--- src/rtl/encoder_reader_pkg.sv ---
// Shared definitions for the quadrature encoder reader: register map,
// status bit layout, accumulator limits and the transition decoder.
package encoder_reader_pkg;

    localparam logic [1:0] ADDR_SPEED  = 2'd0;
    localparam logic [1:0] ADDR_STATUS = 2'd1;
    localparam logic [1:0] ADDR_POS_LO = 2'd2;
    localparam logic [1:0] ADDR_POS_HI = 2'd3;

    localparam int STAT_ARMED = 0;
    localparam int STAT_ERR   = 1;
    localparam int STAT_DIR   = 2;

    localparam logic signed [11:0] NET_MAX = 12'sd2047;
    localparam logic signed [11:0] NET_MIN = -12'sd2047;
    localparam logic signed [12:0] SUM_MAX = 13'sd2047;
    localparam logic signed [12:0] SUM_MIN = -13'sd2047;

    // Position of a {B,A} pair in the forward cycle 00 -> 01 -> 11 -> 10.
    function automatic logic [1:0] quad_index(input logic [1:0] ba);
        logic [1:0] idx;
        case (ba)
            2'b00:   idx = 2'd0;
            2'b01:   idx = 2'd1;
            2'b11:   idx = 2'd2;
            2'b10:   idx = 2'd3;
            default: idx = 2'd0;
        endcase
        return idx;
    endfunction

    // Returns {illegal, delta[1:0]}; delta is 2-bit signed (+1 = 01, -1 = 11).
    function automatic logic [2:0] quad_decode(input logic [1:0] prev_ab, input logic [1:0] cur_ab);
        logic [1:0] step;
        logic [2:0] res;
        step = quad_index(cur_ab) - quad_index(prev_ab);
        case (step)
            2'd0:    res = 3'b000;
            2'd1:    res = 3'b001;
            2'd3:    res = 3'b011;
            default: res = 3'b100;
        endcase
        return res;
    endfunction

endpackage

--- src/rtl/encoder_reader_if.sv ---
// Byte-wide strobe register port between the PicoBlaze and the encoder reader.
interface encoder_reader_if;
    logic [1:0] motor_select;
    logic [1:0] reg_addr;
    logic       read_strobe;
    logic       clear_strobe;
    logic [7:0] data_out;
    logic       data_valid;

    modport master (
        output motor_select, reg_addr, read_strobe, clear_strobe,
        input  data_out, data_valid
    );

    modport slave (
        input  motor_select, reg_addr, read_strobe, clear_strobe,
        output data_out, data_valid
    );
endinterface

--- src/rtl/encoder_reader_quad_channel.sv ---
// One encoder channel: pin synchronizer, quadrature decode, position
// counter, windowed net count with speed/direction latch, sticky error flag.
module quad_channel
    import encoder_reader_pkg::*;
#(
    parameter int PosWidth = 16
) (
    input  logic                clk,
    input  logic                reset,
    input  logic [1:0]          ab_raw,
    input  logic                armed,
    input  logic                window_end,
    input  logic                clear_pos,
    input  logic                clear_err,
    output logic [PosWidth-1:0] pos,
    output logic [7:0]          speed,
    output logic                dir,
    output logic                err
);

    logic [1:0]          sync1_r;
    logic [1:0]          sync2_r;
    logic [1:0]          prev_ab_r;
    logic [PosWidth-1:0] pos_r;
    logic signed [11:0]  net_r;
    logic [7:0]          speed_r;
    logic                dir_r;
    logic                err_r;

    logic [2:0]          dec_s;
    logic                illegal_s;
    logic signed [11:0]  delta_s;
    logic signed [12:0]  sum_s;
    logic signed [11:0]  net_next_s;
    logic [11:0]         mag_s;
    logic [7:0]          speed_next_s;

    // Decode the synced pair against the previous one; nothing counts until armed.
    always_comb begin
        dec_s = quad_decode(prev_ab_r, sync2_r);
        if (armed) begin
            illegal_s = dec_s[2];
            delta_s   = {{10{dec_s[1]}}, dec_s[1:0]};
        end else begin
            illegal_s = 1'b0;
            delta_s   = 12'sd0;
        end
        sum_s = $signed({net_r[11], net_r}) + $signed({delta_s[11], delta_s});
        if (sum_s > SUM_MAX) begin
            net_next_s = NET_MAX;
        end else if (sum_s < SUM_MIN) begin
            net_next_s = NET_MIN;
        end else begin
            net_next_s = sum_s[11:0];
        end
        if (net_r[11]) begin
            mag_s = 12'(-net_r);
        end else begin
            mag_s = net_r;
        end
        if (mag_s > 12'd255) begin
            speed_next_s = 8'hFF;
        end else begin
            speed_next_s = mag_s[7:0];
        end
    end

    // Two-flop synchronizer followed by the previous-state register.
    always_ff @(posedge clk or negedge reset) begin
        if (!reset) begin
            sync1_r   <= 2'b00;
            sync2_r   <= 2'b00;
            prev_ab_r <= 2'b00;
        end else begin
            sync1_r   <= ab_raw;
            sync2_r   <= sync1_r;
            prev_ab_r <= sync2_r;
        end
    end

    // Position counter; a clear discards any delta of the same cycle.
    always_ff @(posedge clk or negedge reset) begin
        if (!reset) begin
            pos_r <= {PosWidth{1'b0}};
        end else if (clear_pos) begin
            pos_r <= {PosWidth{1'b0}};
        end else begin
            pos_r <= pos_r + {{(PosWidth-12){delta_s[11]}}, delta_s};
        end
    end

    // Window accumulator; on the terminal cycle latch speed/dir and start the new window with this cycle's delta.
    always_ff @(posedge clk or negedge reset) begin
        if (!reset) begin
            net_r   <= 12'sd0;
            speed_r <= 8'h00;
            dir_r   <= 1'b0;
        end else if (window_end) begin
            net_r   <= delta_s;
            speed_r <= speed_next_s;
            dir_r   <= ~net_r[11];
        end else begin
            net_r   <= net_next_s;
        end
    end

    // Sticky illegal-transition flag; a new error beats a clear-on-read.
    always_ff @(posedge clk or negedge reset) begin
        if (!reset) begin
            err_r <= 1'b0;
        end else if (illegal_s) begin
            err_r <= 1'b1;
        end else if (clear_err) begin
            err_r <= 1'b0;
        end else begin
            err_r <= err_r;
        end
    end

    assign pos   = pos_r;
    assign speed = speed_r;
    assign dir   = dir_r;
    assign err   = err_r;

endmodule

--- src/rtl/encoder_reader.sv ---
// Four-motor quadrature encoder reader with a byte-wide register read port.
// Holds the speed window counter, the post-reset arm delay, the position
// high-byte shadows and the read mux.
module encoder_reader
    import encoder_reader_pkg::*;
#(
    parameter int WindowCycles = 1000000,
    parameter int PosWidth     = 16
) (
    input  logic              clk,
    input  logic              reset,
    input  logic [7:0]        encoders,
    encoder_reader_if.slave   bus,
    output logic [3:0]        error_flags
);

    localparam int WIN_W = (WindowCycles > 1) ? $clog2(WindowCycles) : 1;
    localparam logic [WIN_W-1:0] WIN_LAST = WIN_W'(WindowCycles - 1);

    logic [1:0]                arm_cnt_r;
    logic [WIN_W-1:0]          win_cnt_r;
    logic [3:0][7:0]           shadow_r;
    logic [7:0]                data_out_r;
    logic                      data_valid_r;

    logic                      armed_s;
    logic                      window_end_s;
    logic [3:0]                sel_oh_s;
    logic [3:0]                clear_pos_s;
    logic [3:0]                clear_err_s;
    logic [7:0]                status_s;
    logic [7:0]                rd_data_s;
    logic [3:0][PosWidth-1:0]  pos_s;
    logic [3:0][7:0]           speed_s;
    logic [3:0]                dir_s;
    logic [3:0]                err_s;

    assign armed_s      = (arm_cnt_r == 2'd3);
    assign window_end_s = (win_cnt_r == WIN_LAST);

    // Hold decode off for three cycles after reset so prev_ab catches up with the pins.
    always_ff @(posedge clk or negedge reset) begin
        if (!reset) begin
            arm_cnt_r <= 2'd0;
        end else if (arm_cnt_r != 2'd3) begin
            arm_cnt_r <= arm_cnt_r + 2'd1;
        end else begin
            arm_cnt_r <= arm_cnt_r;
        end
    end

    // Global speed-measurement window counter.
    always_ff @(posedge clk or negedge reset) begin
        if (!reset) begin
            win_cnt_r <= {WIN_W{1'b0}};
        end else if (window_end_s) begin
            win_cnt_r <= {WIN_W{1'b0}};
        end else begin
            win_cnt_r <= win_cnt_r + WIN_W'(1);
        end
    end

    for (genvar g = 0; g < 4; g++) begin : g_chan
        quad_channel #(.PosWidth(PosWidth)) u_chan (
            .clk        (clk),
            .reset      (reset),
            .ab_raw     (encoders[2*g +: 2]),
            .armed      (armed_s),
            .window_end (window_end_s),
            .clear_pos  (clear_pos_s[g]),
            .clear_err  (clear_err_s[g]),
            .pos        (pos_s[g]),
            .speed      (speed_s[g]),
            .dir        (dir_s[g]),
            .err        (err_s[g])
        );
    end

    // Per-motor control strobes and the read data mux for the selected motor.
    always_comb begin
        sel_oh_s    = 4'b0001 << bus.motor_select;
        clear_pos_s = 4'b0000;
        clear_err_s = 4'b0000;
        if (bus.clear_strobe) begin
            clear_pos_s = sel_oh_s;
        end else begin
            clear_pos_s = 4'b0000;
        end
        if (bus.read_strobe && (bus.reg_addr == ADDR_STATUS)) begin
            clear_err_s = sel_oh_s;
        end else begin
            clear_err_s = 4'b0000;
        end
        status_s             = 8'h00;
        status_s[STAT_ARMED] = armed_s;
        status_s[STAT_ERR]   = err_s[bus.motor_select];
        status_s[STAT_DIR]   = dir_s[bus.motor_select];
        case (bus.reg_addr)
            ADDR_SPEED:  rd_data_s = speed_s[bus.motor_select];
            ADDR_STATUS: rd_data_s = status_s;
            ADDR_POS_LO: rd_data_s = pos_s[bus.motor_select][7:0];
            ADDR_POS_HI: rd_data_s = shadow_r[bus.motor_select];
            default:     rd_data_s = 8'h00;
        endcase
    end

    // Capture the high byte alongside a low-byte read so a 16-bit read is coherent.
    always_ff @(posedge clk or negedge reset) begin
        if (!reset) begin
            shadow_r <= 32'h0000_0000;
        end else if (bus.read_strobe && (bus.reg_addr == ADDR_POS_LO)) begin
            shadow_r[bus.motor_select] <= pos_s[bus.motor_select][15:8];
        end else begin
            shadow_r <= shadow_r;
        end
    end

    // Registered read response: one-cycle valid pulse, data held between reads.
    always_ff @(posedge clk or negedge reset) begin
        if (!reset) begin
            data_out_r   <= 8'h00;
            data_valid_r <= 1'b0;
        end else begin
            data_valid_r <= bus.read_strobe;
            if (bus.read_strobe) begin
                data_out_r <= rd_data_s;
            end else begin
                data_out_r <= data_out_r;
            end
        end
    end

    assign bus.data_out   = data_out_r;
    assign bus.data_valid = data_valid_r;
    assign error_flags    = err_s;

endmodule

--- src/flat_wrapper.sv ---
// flat-port wrapper written by rule: the top's interface ports become plain ports
module encoder_reader_flat import encoder_reader_pkg::*;
#(
    parameter int WindowCycles = 1000000,
    parameter int PosWidth     = 16
)
  (clk, reset, encoders, error_flags, bus_motor_select, bus_reg_addr, bus_read_strobe, bus_clear_strobe, bus_data_out, bus_data_valid);
  encoder_reader_if bus_i ();
  input  logic clk;
  input  logic reset;
  input  logic [7:0] encoders;
  output logic [3:0] error_flags;
  input wire logic [$bits(bus_i.motor_select)-1:0] bus_motor_select;
  input wire logic [$bits(bus_i.reg_addr)-1:0] bus_reg_addr;
  input wire logic [$bits(bus_i.read_strobe)-1:0] bus_read_strobe;
  input wire logic [$bits(bus_i.clear_strobe)-1:0] bus_clear_strobe;
  output wire logic [$bits(bus_i.data_out)-1:0] bus_data_out;
  output wire logic [$bits(bus_i.data_valid)-1:0] bus_data_valid;
  assign bus_i.motor_select = bus_motor_select;
  assign bus_i.reg_addr = bus_reg_addr;
  assign bus_i.read_strobe = bus_read_strobe;
  assign bus_i.clear_strobe = bus_clear_strobe;
  assign bus_data_out = bus_i.data_out;
  assign bus_data_valid = bus_i.data_valid;
  encoder_reader #(.WindowCycles(WindowCycles), .PosWidth(PosWidth)) u_core (.clk(clk), .reset(reset), .encoders(encoders), .bus(bus_i), .error_flags(error_flags));
endmodule
--- config.mk ---
export PLATFORM = sky130hd
export DESIGN_NAME = encoder_reader_flat
export DESIGN_NICKNAME = d
export VERILOG_FILES = /design/src/rtl/encoder_reader_pkg.sv /design/src/rtl/encoder_reader_if.sv /design/src/rtl/encoder_reader_quad_channel.sv /design/src/rtl/encoder_reader.sv /design/src/flat_wrapper.sv
export SDC_FILE = /design/constraint.sdc
export NUM_CORES = 1
export LEC_CHECK = 0
export BUFFER_PORTS_ARGS = -buffer_cell sky130_fd_sc_hd__buf_2
export CELL_PAD_IN_SITES_DETAIL_PLACEMENT = 1
export CELL_PAD_IN_SITES_GLOBAL_PLACEMENT = 1
export CORE_MARGIN = 2
export CORE_UTILIZATION = 35
export DETAILED_ROUTE_END_ITERATION = 7
export GPL_TIMING_DRIVEN = 0
export HOLD_SLACK_MARGIN = 0.08
export PLACE_DENSITY_LB_ADDON = 0.05
export SYNTH_ARGS = -nofsm -noshare
export SYNTH_HDL_FRONTEND = slang
export SYNTH_HIERARCHICAL = 1
export SYNTH_SLANG_ARGS = --single-unit
--- constraint.sdc ---
create_clock -name clk -period 7.85 [get_ports clk]
set_clock_uncertainty 0.1 [all_clocks]
set_input_delay 0.3925 -clock clk [delete_from_list [all_inputs] [get_ports clk]]
set_output_delay 0.3925 -clock clk [all_outputs]
set_load 0.01 [all_outputs]
==> impl_metrics.py <==
metrics = {
    "outcome": {
        "status": "complete, no violations",
    },
    "pwr": {
        "clock_power_share_pct": 19.9,
        "p_total_mw": 7.68,
        "seq_power_share_pct": 27.0,
        "ir_drop_uv": 175,
        "powerDensity_nw_per_um2": 422,
        "p_leak_nw": 8.21,
        "combinationalPowerShare_pct": 53.2,
        "p_sw_share_pct": 42.8,
        "internal-power_mw": 4.39,
        "p_switching_mw": 3.29,
    },
    "die": {
        "rows": 78,
        "die_x_um": 218,
        "io_pins": 29,
        "die_area_sq_um": 47500,
        "start_util_pct": 35.4,
        "core-area_sq_um": 45300,
        "die_h_um": 218,
    },
    "cts": {
        "clk_latency_ns": 0.53,
        "cts.sinks": 239,
        "cts_tree": "yes",
        "ctsHtreeMaxLevel": 2,
        "root_buffer": "clkbuf_16",
        "numCtsBuffers": 34,
        "clk_pin_slew_ns": 0.06,
        "cts_buffer_depth": 3,
    },
    "synth": {
        "ys.flop_type": "dfrtp_1",
        "synth_top_area_share_pct": 37.3,
        "ys_warn_count": 6,
        "post-synth-top-area-cell": "dfrtp_1",
        "synth_edf_count": 0,
        "synth_fp_nets": 1770,
        "synthArstFlopShare_pct": 100,
        "synth_cells": 1604,
        "ys_types": 91,
        "synth_area_leaders": "dfrtp_1 37%, ha_1 11%, xnor2_1 3.7%",
        "synth.cell_area_sq_um": 16000,
        "avgSynthCellArea_sq_um": 10.0,
        "synth-seq-cells": 239,
        "yosysSeqAreaShare_pct": 37.3,
    },
    "detailed_routing": {
        "wl_per_cell_um": 19.3,
        "vias_per_cell": 5.32,
        "route.detailed.drc": 0,
        "routed_wl_mm": 44.3,
        "drtAntennaViolNets": 0,
        "dr_total_vias": 12244,
        "first_pass_iters": 4,
        "first_iter_violations": 524,
    },
    "finish": {
        "nNetsFinal": 1846,
        "drive_gt1_share_pct": 11.5,
        "layout_common_cells": "239 x dfrtp_1, 150 x nor2_1, 142 x ha_1",
        "num_antenna_cells": 0,
        "layoutNonFillerInstCount": 2303,
        "final_common_cell": "dfrtp_1",
        "areaGrowthSynthToFinish_pct": 13.6,
        "post-route-util_pct": 40.2,
    },
    "setup_path": {
        "rr_startpoint": "u_core/arm_cnt_r[0]",
        "worstPathCellList": "ha_1 -> nand2b_1 -> nor2_4 -> ha_1 -> nor2b_1 -> o31ai_1 -> a211oi_1 -> o32a_2 -> nor2b_4 -> a21oi_2 -> o21ai_0",
        "worst_path_largest_cell_delay_ns": 0.75,
        "crit_top_cell": "ha_1",
        "rr_endpoint": "u_core/g_chan[0].u_chan/net_r[8]",
        "start_kind": "register",
        "endpoint_kind": "register",
        "crit_required_ns": 8.15,
        "reg2regPathDepth": 11,
        "rrSetupSlack_ns": 3.07,
        "cp_slowest_cell": "ha_1",
        "cp.arrival_ns": 5.08,
        "critPathKind": "reg -> reg",
        "crit_fanout": 29,
    },
    "place": {
        "place_congestion": 0.779,
        "port_buffers": 27,
        "dp_hpwl_mm": 33.3,
        "placed_cells": 2234,
    },
    "sta": {
        "finalCritPeriodShare_pct": 60.9,
        "setup_viol": 0,
        "finalWorstPathRequiredPeriod_ns": 4.78,
        "tns_ns": 0,
        "hold_viol": 0,
        "max_freq_ghz": 0.209,
        "timing.hold.ws_ns": 0.235,
        "slew_viol_final": 0,
        "worst_pin_slew_ns": 1.27,
        "rsz0062_at_grt": "no",
        "slew_headroom_pct": 15.5,
    },
    "global_routing": {
        "grt_overflow": 0,
        "grt_pass1_vias": 12842,
        "antenna_found_initial": 2,
        "grt_max_degree": 111,
        "grt_pass1_wl_mm": 71.8,
        "grt_usage_pct": 19.1,
    },
    "flow_run": {
        "maxCapViolations": 0,
    },
    "worst_hold_path": {
        "hold_class": "in -> async",
    },
}
-- routing by layer --
metal | up-vias | GRT usage, % | part of all wire (%) | wire length (um)
li1 | 6014 | - | - | -
met1 | 6063 | 27.0 | 50 | 22200
met2 | 119 | 30.6 | 45 | 19900
met3 | 48 | 3.14 | 3.1 | 1380
met4 | 0 | 4.40 | 1.9 | 850
met5 | - | 0 | 0 | 0
-- cells by family (layout without fill, tap and decap cells) --
group / after synthesis / after routing / share of synthesized area (%)
and+or+nand+nor: 481 / 481 / 15.5
AOI/OAI and AO/OA: 394 / 394 / 16.7
DFF: 239 / 239 / 37.3
adders and majority gates: 150 / 150 / 12.1
xor gates and xnor gates: 123 / 123 / 6.72
buffers and inverters: 120 / 219 / 3.43
muxes: 97 / 97 / 8.19
-- power by group through the flow --
stage | clock network (mW) | logic, mW | registers (mW)
2_1_floorplan | 0 | 3.24 | 1.89
3_3_place_gp | 0 | 3.98 | 2.08
3_5_place_dp | 0 | 4.09 | 2.09
4_1_cts | 1.58 | 4.12 | 2.07
5_1_grt | 1.63 | 4.64 | 2.13
6_report | 1.53 | 4.09 | 2.07
-- sequential cells by signal, summed over array words and instances, names as in the netlist --
signal                          cells
u_core/g_chan.u_chan/dir            4
u_core/shadow_r                    32
u_core/g_chan.u_chan/err            4
u_core/g_chan.u_chan/sync1_r        8
u_core/bus.data_valid               1
u_core/g_chan.u_chan/prev_ab_r      8
u_core/g_chan.u_chan/speed         32
u_core/win_cnt_r                   20
u_core/arm_cnt_r                    2
u_core/g_chan.u_chan/pos           64
u_core/g_chan.u_chan/net_r         48
u_core/bus.data_out                 8
u_core/g_chan.u_chan/sync2_r        8
-- cells in the mapped netlist (10+ instances only) --
library cell	instances
nor2_1	154
a211oi_1	12
xor2_1	55
mux4_2	11
nand4_1	14
mux2_2	34
xnor2_1	68
dfrtp_1	239
o31ai_1	13
inv_1	77
mux2i_1	42
nand2_1	89
clkbuf_1	24
a21o_1	38
nand3_1	46
o21bai_1	19
o21ai_0	81
and3_1	13
nand2b_1	13
nor3_1	40
ha_1	142
nor2b_1	33
mux4_1	10
a22oi_1	13
o21a_1	15
a21oi_1	102
-- through the flow --
stage / setup WS (ns) / cell area (sq um)
2_1_floorplan: 3.31 / 16000
3_3_place_gp: 1.46 / 16900
3_5_place_dp: 2.95 / 17000
4_1_cts: 2.96 / 18200
5_1_grt: 2.51 / 18200
6_report: 3.07 / 18200
-- how the worst max path moves through the flow --
stage | slack [ns] | to | depth (start not counted) | start
floorplan | 3.31 | u_core/g_chan[2].u_chan/net_r[0] | 14 | u_core/g_chan[2].u_chan/sync2_r[1]
global placement | 1.46 | u_core/g_chan[3].u_chan/sync1_r[0] | 1 | reset
detailed placement | 2.95 | u_core/g_chan[1].u_chan/net_r[10] | 12 | u_core/arm_cnt_r[0]
CTS | 2.96 | u_core/g_chan[1].u_chan/net_r[10] | 12 | u_core/arm_cnt_r[0]
global route | 2.51 | u_core/g_chan[1].u_chan/net_r[10] | 10 | u_core/arm_cnt_r[0]
finish | 3.07 | u_core/g_chan[0].u_chan/net_r[8] | 11 | u_core/arm_cnt_r[0]
-- worst max-delay path: cells and delay by family, from the launching register on --
family,cells,cell delay [ns]
adder cells (fa/ha/maj),2,1.17
AO/OA/AOI/OAI,5,1.64
flip-flops,1,0.37
AND/OR/NAND/NOR,4,1.37
-- cell type report --
cell class              instances  area [sq um]
clock inverters                 8          97.6
inverters                      77           289
flip-flops and latches        239          5980
clock buffers                  51           996
plain buffers                  43           260
fillers                      5103         27100
repair buffers                 40           312
multi-input cells            1245          9530
well taps                     600           751
-- what timing repair did --
item / CTS / global route
endpoints found under the hold margin: 43 / 0
buffers inserted: 0 / 0
hold buffers: 10 / 0
gates resized for setup: 0 / 0
Power figures use the tool's default switching activity.
